<file path="config.mk">
export PLATFORM = sky130hd
export DESIGN_NAME = division_secuencial
export DESIGN_NICKNAME = d
export VERILOG_FILES = /design/src/rtl/division_secuencial.sv
export SDC_FILE = /design/constraint.sdc
export NUM_CORES = 1
export LEC_CHECK = 0
export BUFFER_PORTS_ARGS = -buffer_cell sky130_fd_sc_hd__buf_2
export CAP_MARGIN = 25
export CORE_MARGIN = 4
export CORE_UTILIZATION = 50
export DETAILED_ROUTE_END_ITERATION = 10
export PLACE_DENSITY = 0.7
export RECOVER_POWER = 100
export SETUP_SLACK_MARGIN = 0.05
export SYNTH_ARGS = -nofsm -noshare
export SYNTH_HDL_FRONTEND = slang
export SYNTH_SLANG_ARGS = --single-unit
</file>
<file path="constraint.sdc">
create_clock -name clk -period 2 [get_ports clk]
set_input_delay 0.5 -clock clk [delete_from_list [all_inputs] [get_ports clk]]
set_output_delay 0.5 -clock clk [all_outputs]
set_load 0.05 [all_outputs]
</file>
<file path="src/rtl/division_secuencial.sv">
`timescale 1ns/1ps
// Sequential restoring unsigned divider: quotient = a / b, remainder = a % b, one quotient bit per clock.
// Latency: start accepted at edge t -> done pulses in the cycle after edge t+m (throughput one per m+1 cycles).
// Backpressure: start is ignored while busy; a start held in the DONE cycle is accepted back-to-back.
// Optional build macro DIVISION_EARLY_ZERO_EN: b == 0 completes after a single cycle instead of m.
module division_secuencial #(
    parameter int m = 4
) (
    input  logic         clk,
    input  logic         rst_n,
    input  logic         start,
    input  logic [m-1:0] a,
    input  logic [m-1:0] b,
    output logic         busy,
    output logic         done,
    output logic [m-1:0] quotient,
    output logic [m-1:0] remainder,
    output logic         div_zero
);

    typedef enum logic [1:0] {
        IDLE = 2'd0,
        RUN  = 2'd1,
        DONE = 2'd2
    } state_t;

    localparam int            CW       = (m > 2) ? $clog2(m) : 1;
    localparam logic [CW-1:0] CNT_INIT = CW'(m - 1);

    state_t        state_q;
    logic [CW-1:0] cnt_q;
    logic [m-1:0]  b_q;        // latched divisor
    logic [m-1:0]  q_q;        // dividend shifting out / quotient shifting in
    logic [m-1:0]  r_q;        // partial remainder (always < divisor between steps)
    logic          busy_q;
    logic          done_q;
    logic [m-1:0]  quotient_q;
    logic [m-1:0]  remainder_q;
    logic          div_zero_q;
`ifdef DIVISION_EARLY_ZERO_EN
    logic          zflag_q;    // current operation is a divide by zero taking the short path
`endif

    // Restoring step datapath; the shifted remainder needs m+1 bits before the trial subtract
    logic [m:0]    r_shift;
    logic          trial_ge;
    logic [m-1:0]  r_nxt;
    logic [m-1:0]  q_nxt;

    // One restoring step: shift {R,Q}, subtract B when it fits, record the quotient bit
    always_comb begin
        r_shift  = {r_q, q_q[m-1]};
        trial_ge = (r_shift >= {1'b0, b_q});
        // When the trial fits, the difference is below the divisor so the low m bits are exact
        r_nxt    = trial_ge ? (r_shift[m-1:0] - b_q) : r_shift[m-1:0];
        q_nxt    = {q_q[m-2:0], trial_ge};
    end

    // Control FSM plus all datapath and output registers
    always_ff @(posedge clk or negedge rst_n) begin
        if (!rst_n) begin
            state_q     <= IDLE;
            cnt_q       <= '0;
            b_q         <= '0;
            q_q         <= '0;
            r_q         <= '0;
            busy_q      <= 1'b0;
            done_q      <= 1'b0;
            quotient_q  <= '0;
            remainder_q <= '0;
            div_zero_q  <= 1'b0;
`ifdef DIVISION_EARLY_ZERO_EN
            zflag_q     <= 1'b0;
`endif
        end else begin
            done_q <= 1'b0;
            case (state_q)
                // DONE accepts a new start exactly like IDLE so divisions can run back-to-back
                IDLE, DONE: begin
                    if (start) begin
                        b_q     <= b;
                        q_q     <= a;
                        r_q     <= '0;
                        cnt_q   <= CNT_INIT;
                        busy_q  <= 1'b1;
                        state_q <= RUN;
`ifdef DIVISION_EARLY_ZERO_EN
                        // A zero divisor only needs one RUN cycle to publish its fixed result
                        zflag_q <= (b == '0);
                        if (b == '0) begin
                            cnt_q <= '0;
                        end
`endif
                    end else begin
                        busy_q  <= 1'b0;
                        state_q <= IDLE;
                    end
                end

                RUN: begin
                    r_q <= r_nxt;
                    q_q <= q_nxt;
                    if (cnt_q == '0) begin
                        quotient_q  <= q_nxt;
                        remainder_q <= r_nxt;
                        div_zero_q  <= (b_q == '0);
`ifdef DIVISION_EARLY_ZERO_EN
                        // q_q still holds the untouched dividend on the first RUN cycle
                        if (zflag_q) begin
                            quotient_q  <= '1;
                            remainder_q <= q_q;
                        end
`endif
                        busy_q  <= 1'b0;
                        done_q  <= 1'b1;
                        state_q <= DONE;
                    end else begin
                        cnt_q <= cnt_q - 1'b1;
                    end
                end

                default: begin
                    busy_q  <= 1'b0;
                    state_q <= IDLE;
                end
            endcase
        end
    end

    assign busy      = busy_q;
    assign done      = done_q;
    assign quotient  = quotient_q;
    assign remainder = remainder_q;
    assign div_zero  = div_zero_q;

endmodule

</file>
==> summary.md, run 1 <==
| Metric | Value |
|---|---|
| Total Routing Usage GR | `0.167` |
| Max Cap Viol | `0` |
| Final min period | `between 1.5 and 2 ns` |
| Final net count | `about 170` |
| Arrival time worst endpoint | `about 1.9 ns` |
| Root buffer cell | `clkbuf_4` |
| Final antenna-violating net count | `0` |
| CP startpoint kind | `flop` |
| Synth Warn # | `0` |
| Critical path's slowest cell | `dfrtp_1` |
| Worst EP required | `2.21 ns` |
| Critical path type | `reg2reg` |
| Status | `finished clean` |
| # DRC | `0` |
| Die area | `about 3500 sq um` |
| Clock sinks | `27` |
| Height of the die | `around 59 um` |
| Final antenna diode count | `0` |
| Final cycle utilization of the critical path | `0.839` |
| Critical R2R Capture | `remainder[2]` |
| Core Area | `2480 sq um` |
| Initial Util | `0.526` |
| Sequential cell area fraction in the yosys report | `0.519` |
| Largest net degree at the start of global routing | `28` |
| Crit-path cells | `inv_1 > ha_1 > inv_1 > fa_1 > xor2_1 > nor3_1 > o31ai_1` |
| Fmax | `about 0.60 GHz` |
| Post-CTS Setup Bufs | `0` |
| Vias in the first global route | `just over 1000` |
| CP Capture Type | `flop` |
| DRT Wirelength | `approximately 2.5 mm` |
| Most used cell, CP | `inv_1` |
| Clock Latency Late Sink | `between 0.3 and 0.4 ns` |
| CP peak stage delay | `0.40 ns` |
| Grt ovf | `0` |
| Slew Limit Fails | `0` |
| Min-delay src | `b[1]` |
| H-tree levels | `1` |
| Setup Viol. Count Final | `0` |
| Worst Setup EP | `remainder[2]` |
| Post-Syn Nets | `approximately 150` |
| I/O Buffers | `21` |
| Hold_buf cts | `0` |
| FF-to-FF path depth | `7` |
| DRC marker count from the first detailed-route iteration | `30` |
| First-pass GRT wire length | `roughly 4.4 mm` |
| Vias per cell | `around 5.4` |
| DIE WIDTH | `59.0 um` |
| Vias | `991` |
| CTS Buf Count | `3` |
| Syn-to-layout area delta | `11.8%` |
| Antenna violations before repair | `0` |
| Hold crit path type | `in2reg` |
| Num rows | `18` |
| Routability cong. | `around 0.85` |
| Ys flop type | `dfrtp_1` |
| Mapped cell area | `~1300 sq um` |
| Post-synthesis register bit count | `27` |
| Dpl hpwl | `1.89 mm` |
| Final Hold Vio Count | `0` |
| Setup slack, reg-to-reg | `0.32 ns` |
| Fillers | `232` |
| Mapped Cells | `about 130` |
| RSZ-0062 raised after global routing | `no` |
| Delay-heaviest family, CP | `adder cells` |
| WP depth | `7` |
| Avg Synthesized Cell Area | `a little over 10 sq um` |
| Yosys cell types | `29` |
| CP max FO | `3` |
| Final TNS setup | `0 ns` |
| Share of cells above drive strength 1 | `0.137` |
| Worst slew pin tran | `~1.4 ns` |
| Ports | `22` |
| Detailed Routing Iterations Pass 1 | `4` |
| Post-route clock skew | `0.0135 ns` |
| Post-synth EDFFs | `0` |
| R2r startpoint | `q_q[3]` |
| Post-CTS sizing | `0` |
| CTS tree | `done` |
| Crit path from | `q_q[3]` |
| WP buf/inv | `2` |
| Routed WL per cell | `roughly 13 um` |
| Clock Pin Slew Worst Setup and Hold Paths | `0.14 ns` |
| Rel. slew slack | `0.0693` |
| Deepest clock path buffer count | `2` |
| Post-synth ARST share | `1.00` |
==> metrics by stage <==
| step | utilization | worst slack, ns | hold slack (ns) | cell area, sq um | std cells |
|---|---|---|---|---|---|
| after floorplan | - | 0.468 | 0.204 | 1300 | 128 |
| after global placement | 0.588 | 0.398 | 0.455 | 1460 | 179 |
| after detailed placement | 0.588 | 0.367 | 0.462 | 1460 | 179 |
| after CTS | 0.598 | 0.341 | 0.167 | 1480 | 183 |
| after global routing | 0.588 | 0.183 | 0.349 | 1460 | 183 |
| final | 0.588 | 0.322 | 0.369 | 1460 | 183 |
==> area by class of cell <==
| class | count | area, sq um | share of cell area |
|---|---|---|---|
| multi-input combinational | 86 | 567 | 0.389 |
| timing repair buffer | 25 | 109 | 0.0747 |
| inverter | 11 | 41.3 | 0.0284 |
| sequential | 27 | 676 | 0.464 |
| tap | 30 | 37.5 | 0.0258 |
| clock buffer | 4 | 26.3 | 0.0180 |
==> state kept, by name (all words and copies together) (netlist names) <==
| register | flops |
|---|---|
| b_q | 4 |
| busy | 1 |
| cnt_q | 2 |
| div_zero | 1 |
| done | 1 |
| q_q | 4 |
| quotient | 4 |
| r_q | 4 |
| remainder | 4 |
| state_q | 2 |
==> per-layer routing <==
layer  part of all wire  track usage  wire (um)  vias up
li1                   -            -          -      492
met1               0.43        0.196       1060      478
met2               0.51        0.295       1250       19
met3              0.058       0.0588        142        2
met4             0.0057       0.0291         14        0
met5                  0            0          0        -
==> tightest hold or removal path, cell delays in order <==
cell and delay (ns):
buf_2 0.07, nand2_1 0.03, o21ai_0 0.06
==> how the worst min path moves through the flow <==
stage / end / slack (ns) / cells after the start
after detailed placement: cnt_q[0] / 0.46 / 1
after floorplan: b_q[0] / 0.20 / 0
final: b_q[1] / 0.37 / 3
after CTS: div_zero / 0.17 / 1
after global placement: cnt_q[0] / 0.45 / 1
after global routing: b_q[1] / 0.35 / 3
==> Yosys cell counts (3+ instances only) <==
cell type  count  share of area
buf_2          3          0.012
a21o_1         3          0.017
mux2_2         4          0.035
a21oi_1        6          0.023
o31ai_1        6          0.035
nand2_1       17          0.049
inv_1         11          0.032
nor2_1         9          0.026
dfrtp_1       27           0.52
o21ai_0       10          0.038
nor2b_1        3          0.014
ha_1           5          0.048
==> layout by cell type, fill, tap and decap left out, drive strengths merged, types with 3 or more instances in the layout <==
cell and instances:
dfrtp 27, ha 5, a21oi 6, mux2 4, buf 10, nand2 17
o21ai 12, o31ai 6, nor2b 3, inv 11, nor2 9, a21o 3
clkbuf 19
==> kinds of logic (layout without fill, tap and decap cells) <==
group,after synthesis,after routing,synth area share
adders and majority gates,6,6,0.0634
and+or+nand+nor,39,39,0.150
AOI/OAI and AO/OA,34,34,0.165
muxes,6,6,0.0500
DFF,27,27,0.519
xor gates and xnor gates,1,1,0.00673
buffers and inverters,15,40,0.0461
Power of run 1 is not shown: default switching activity piles up to over one toggle a cycle in this logic, so the estimate is an artifact.
==> run 2: changes to the inputs <==
- clock period: 2 -> 1.6 ns (I/O delays scaled with it)
==> summary.md, run 2 (same netlist as run 1, synthesis figures left out) <==
| Metric | Value |
|---|---|
| Core Util, Final | `0.678` |
| Area occupied by multi-input gates | `~680 sq um` |
| Syn-to-layout area delta | `29.0%` |
| CTS tree | `done` |
| Max Cap Viol | `0` |
| Num rows | `18` |
| Routability cong. | `between 0.8 and 0.9` |
| Antenna violations before repair | `0` |
| Final Hold Vio Count | `0` |
| Critical R2R Capture | `remainder[1]` |
| Fmax | `around 0.63 GHz` |
| H-tree levels | `1` |
| FF-to-FF path depth | `7` |
| Worst Hold Depth | `3` |
| Critical path type | `reg2reg` |
| Hold crit path type | `in2reg` |
| Clock Latency Late Sink | `approximately 0.32 ns` |
| CTS Buf Count | `3` |
| # DRC | `0` |
| Deepest clock path buffer count | `2` |
| Slew Limit Fails | `0` |
| I/O Buffers | `21` |
| First-pass GRT wire length | `between 4 and 5 mm` |
| Rel. slew slack | `0.0537` |
| Highest-count cells in the layout ignoring fill and taps | `27 x dfrtp_1, 17 x nand2_1, 12 x clkbuf_2, 11 x buf_4, 9 x buf_2` |
| Routed WL per cell | `between 10 and 15 um` |
| DIE WIDTH | `about 59 um` |
| Min-delay src | `b[3]` |
| Clock sinks | `27` |
| Vias per cell | `about 5.5` |
| Largest net degree at the start of global routing | `28` |
| Hold Crit Endpoint | `b_q[3]` |
| Dpl hpwl | `2.02 mm` |
| Clock Pin Slew Worst Setup and Hold Paths | `~0.14 ns` |
| Share of cells above drive strength 1 | `0.373` |
| Die area | `approximately 3500 sq um` |
| Detailed Routing Iterations Pass 1 | `4` |
| Final antenna-violating net count | `0` |
| Vias | `about 1100` |
| CP max FO | `6` |
| DRT Wirelength | `about 2.9 mm` |
| Worst slew pin tran | `roughly 1.4 ns` |
| Vias in the first global route | `1141` |
| Post-route clock skew | `~0.0044 ns` |
| Core Area | `around 2500 sq um` |
| Commonest non-fill, non-tap cell in the layout | `dfrtp_1` |
| Ports | `22` |
| Worst EP required | `approximately 1.8 ns` |
| Final min period | `between 1.5 and 2 ns` |
| CP Capture Type | `flop` |
| Final antenna diode count | `0` |
| Crit-path cells | `ha_4 > nor4_4 > buf_4 > o21ai_4 > buf_4 > nand3_1 > a31oi_1` |
| DRC marker count from the first detailed-route iteration | `35` |
| R2r startpoint | `r_q[1]` |
| Root buffer cell | `clkbuf_4` |
| Final cycle utilization of the critical path | `0.995` |
| Status | `finished clean` |
| Total Routing Usage GR | `0.186` |
| Height of the die | `slightly below 60 um` |
| Fillers | `around 200` |
| CP startpoint kind | `flop` |
| Arrival time worst endpoint | `between 1.5 and 2 ns` |
| CP peak stage delay | `0.46 ns` |
| Critical path's slowest cell | `dfrtp_1` |
| RSZ-0062 raised after global routing | `yes` |
| Grt ovf | `0` |
| Most used cell, CP | `buf_4` |
| Initial Util | `0.526` |
| Setup Viol. Count Final | `0` |
| Setup slack, reg-to-reg | `approximately 0.0077 ns` |
| Register area | `just under 700 sq um` |
| Final net count | `roughly 180` |
[run 2: cell types whose count changed in the layout (fill, tap and decap cells not counted), moves of 4 or more]
| cell | delta |
|---|---|
| buf_4 | +10 |
| clkbuf_2 | +12 |
| clkbuf_1 | -11 |
| ha_4 | +4 |
| ha_1 | -4 |
[run 2: through the flow]
stage | cell area (sq um) | hold slack [ns] | std cells | setup TNS, ns | worst slack (ns)
after floorplan | 1300 | 0.104 | 128 | 0 | 0.0684
after global placement | 1510 | 0.436 | 186 | 0 | 0.0187
after detailed placement | 1510 | 0.444 | 186 | -0.0802 | -0.0475
after CTS | 1570 | 0.0821 | 192 | 0 | 0.00237
after global routing | 1680 | 0.296 | 196 | -0.513 | -0.0804
final | 1680 | 0.283 | 196 | 0 | 0.00770
[run 2: how the worst max path moves through the flow]
stage / start / endpoint / slack (ns) / cells past startpoint
6_report: r_q[1] / remainder[1] / 0.008 / 7
2_1_floorplan: q_q[3] / remainder[2] / 0.07 / 7
5_1_grt: q_q[3] / r_q[2] / -0.08 / 7
3_3_place_gp: q_q[3] / r_q[2] / 0.02 / 7
3_5_place_dp: q_q[3] / r_q[2] / -0.05 / 7
4_1_cts: b_q[0] / remainder[1] / 0.002 / 7
[run 2: layer usage]
metal	part of all wire	global-route usage	vias to the layer above
met4	0.032	0.0744	0
met1	0.41	0.225	518
met3	0.041	0.0196	10
li1	-	-	516
met5	0	0	-
met2	0.51	0.334	30
[run 2: repair_timing]
item                                    in CTS  in global routing
endpoints found under the setup margin       7                 10
resized for setup                            7                 21
buffers inserted                             2                  4
hold buffers                                 0                  0
pin swaps                                    3                 12
[run 2: final cells by class]
type | instances | share of cell area
Tap cell | 30 | 0.0223
Timing Repair Buffer | 38 | 0.132
Inverter | 11 | 0.0246
Sequential cell | 27 | 0.402
Multi-Input combinational cell | 86 | 0.404
Clock buffer | 4 | 0.0156
[run 2: critical path: cells and delay by family (launching register included)]
family                   cells  cell delay (ns)
adder cells (fa/ha/maj)      1             0.21
flip-flops                   1             0.46
AND/OR/NAND/NOR              2             0.36
buffers and inverters        2             0.31
AO/OA/AOI/OAI                2             0.16
Power of run 2 is left out for the same reason.
==> run 3: changes to the inputs <==
- CORE_UTILIZATION: 50 -> 40
- CTS_CLUSTER_DIAMETER: not set -> 80
- PLACE_DENSITY: 0.7 -> 0.58
==> summary.md, run 3 (same netlist as run 1, synthesis figures left out) <==
| Metric | Value |
|---|---|
| Status | `finished, violations left` |
| Failing checks | `negative setup slack` |
| # DRC | `0` |
| Core Area | `about 3100 sq um` |
| Vias in the first global route | `1065` |
| Worst slew pin tran | `1.48 ns` |
| Final min period | `~1.6 ns` |
| Final Hold Vio Count | `0` |
| Syn-to-layout area delta | `31.8%` |
| R2r startpoint | `r_q[1]` |
| DIE WIDTH | `around 65 um` |
| I/O Buffers | `21` |
| H-tree levels | `1` |
| Critical path type | `reg2reg` |
| DRT Wirelength | `around 3.0 mm` |
| Largest net degree at the start of global routing | `28` |
| CP Capture Type | `flop` |
| Post-route clock skew | `between 0.003 and 0.004 ns` |
| Dpl hpwl | `roughly 2.1 mm` |
| Setup Viol. Count Final | `7` |
| Place WS | `-0.0854 ns` |
| Fillers | `roughly 300` |
| Worst Setup EP | `remainder[0]` |
| CTS tree | `done` |
| Max Cap Viol | `0` |
| Commonest non-fill, non-tap cell in the layout | `dfrtp_1` |
| Height of the die | `about 65 um` |
| Clock Latency Late Sink | `around 0.33 ns` |
| Clock sinks | `27` |
| Die area | `around 4200 sq um` |
| Highest-count cells in the layout ignoring fill and taps | `27 x dfrtp_1, 17 x nand2_1, 14 x buf_4, 11 x clkbuf_2, 9 x buf_2` |
| Setup WS post-layout | `-0.0379 ns` |
| Final antenna-violating net count | `0` |
| CTS Buf Count | `3` |
| First-pass GRT wire length | `between 5 and 6 mm` |
| Num rows | `20` |
| Worst EP required | `1.85 ns` |
| Slew Limit Fails | `0` |
| Clock Pin Slew Worst Setup and Hold Paths | `~0.15 ns` |
| Final antenna diode count | `0` |
| Critical R2R Capture | `remainder[0]` |
| Hold_buf cts | `0` |
| Hold crit path type | `in2reg` |
| Vias | `roughly 1100` |
| Fmax | `around 0.6 GHz` |
| Arrival time worst endpoint | `between 1.5 and 2 ns` |
| Antenna violations before repair | `0` |
| RSZ-0062 raised after global routing | `yes` |
| Routability cong. | `approximately 0.87` |
| Final net count | `between 150 and 200` |
| Total Routing Usage GR | `0.155` |
| CP max FO | `6` |
| Crit path from | `r_q[1]` |
| Final cycle utilization of the critical path | `1.02` |
| Core Util, Final | `0.558` |
| Share of cells above drive strength 1 | `0.389` |
| FF-to-FF path depth | `5` |
| Ports | `22` |
| Detailed Routing Iterations Pass 1 | `4` |
| Deepest clock path buffer count | `2` |
| Routed WL per cell | `roughly 14 um` |
| Setup slack, reg-to-reg | `-0.04 ns` |
| CP startpoint kind | `flop` |
| Root buffer cell | `clkbuf_4` |
| Min-delay src | `b[3]` |
| Initial Util | `0.423` |
| Vias per cell | `5.03` |
| DRC marker count from the first detailed-route iteration | `35` |
| Rel. slew slack | `0.0163` |
| Grt ovf | `0` |
[run 3: stage by stage]
| step | TNS, ns | instances | instance area [sq um] | hold WS, ns |
|---|---|---|---|---|
| CTS | 0 | 208 | 1650 | 0.0724 |
| global placement | 0 | 200 | 1530 | 0.447 |
| floorplan | 0 | 128 | 1300 | 0.104 |
| detailed placement | -0.421 | 200 | 1530 | 0.450 |
| finish | -0.0954 | 211 | 1720 | 0.266 |
| global route | -0.580 | 211 | 1720 | 0.266 |
[run 3: layout make-up]
type                       instances  area, sq um  share of cell area
inverter                          11         41.3              0.0241
sequential                        27          676               0.394
timing repair buffer              39          251               0.147
clock buffer                       4         26.3              0.0153
multi-input combinational         86          667               0.388
tap                               44         55.1              0.0321
[run 3: per-layer routing]
layer	GRT usage	part of all wire
met2	0.264	0.51
met5	0	0
met3	0.0243	0.037
met1	0.198	0.44
met4	0.0544	0.012
[run 3: worst min path at each step]
| stage | endpoint | slack [ns] | cells past startpoint |
|---|---|---|---|
| 6_report | b_q[3] | 0.27 | 3 |
| 5_1_grt | b_q[3] | 0.27 | 3 |
| 2_1_floorplan | b_q[0] | 0.10 | 0 |
| 3_5_place_dp | b_q[2] | 0.45 | 1 |
| 4_1_cts | b_q[3] | 0.07 | 1 |
| 3_3_place_gp | div_zero | 0.45 | 1 |
[run 3: what timing repair did]
item,CTS,global route
gates resized for setup,16,12
pin swaps,6,7
setup endpoints to repair,9,13
setup buffers,4,3
[run 3: worst max-delay path, stage by stage (launching register included)]
cell and delay [ns]:
dfrtp_1 0.45, ha_4 0.19, nor4_4 0.39, o21ai_4 0.17
and3_4 0.19, o31ai_2 0.16
Power of run 3 is left out for the same reason.
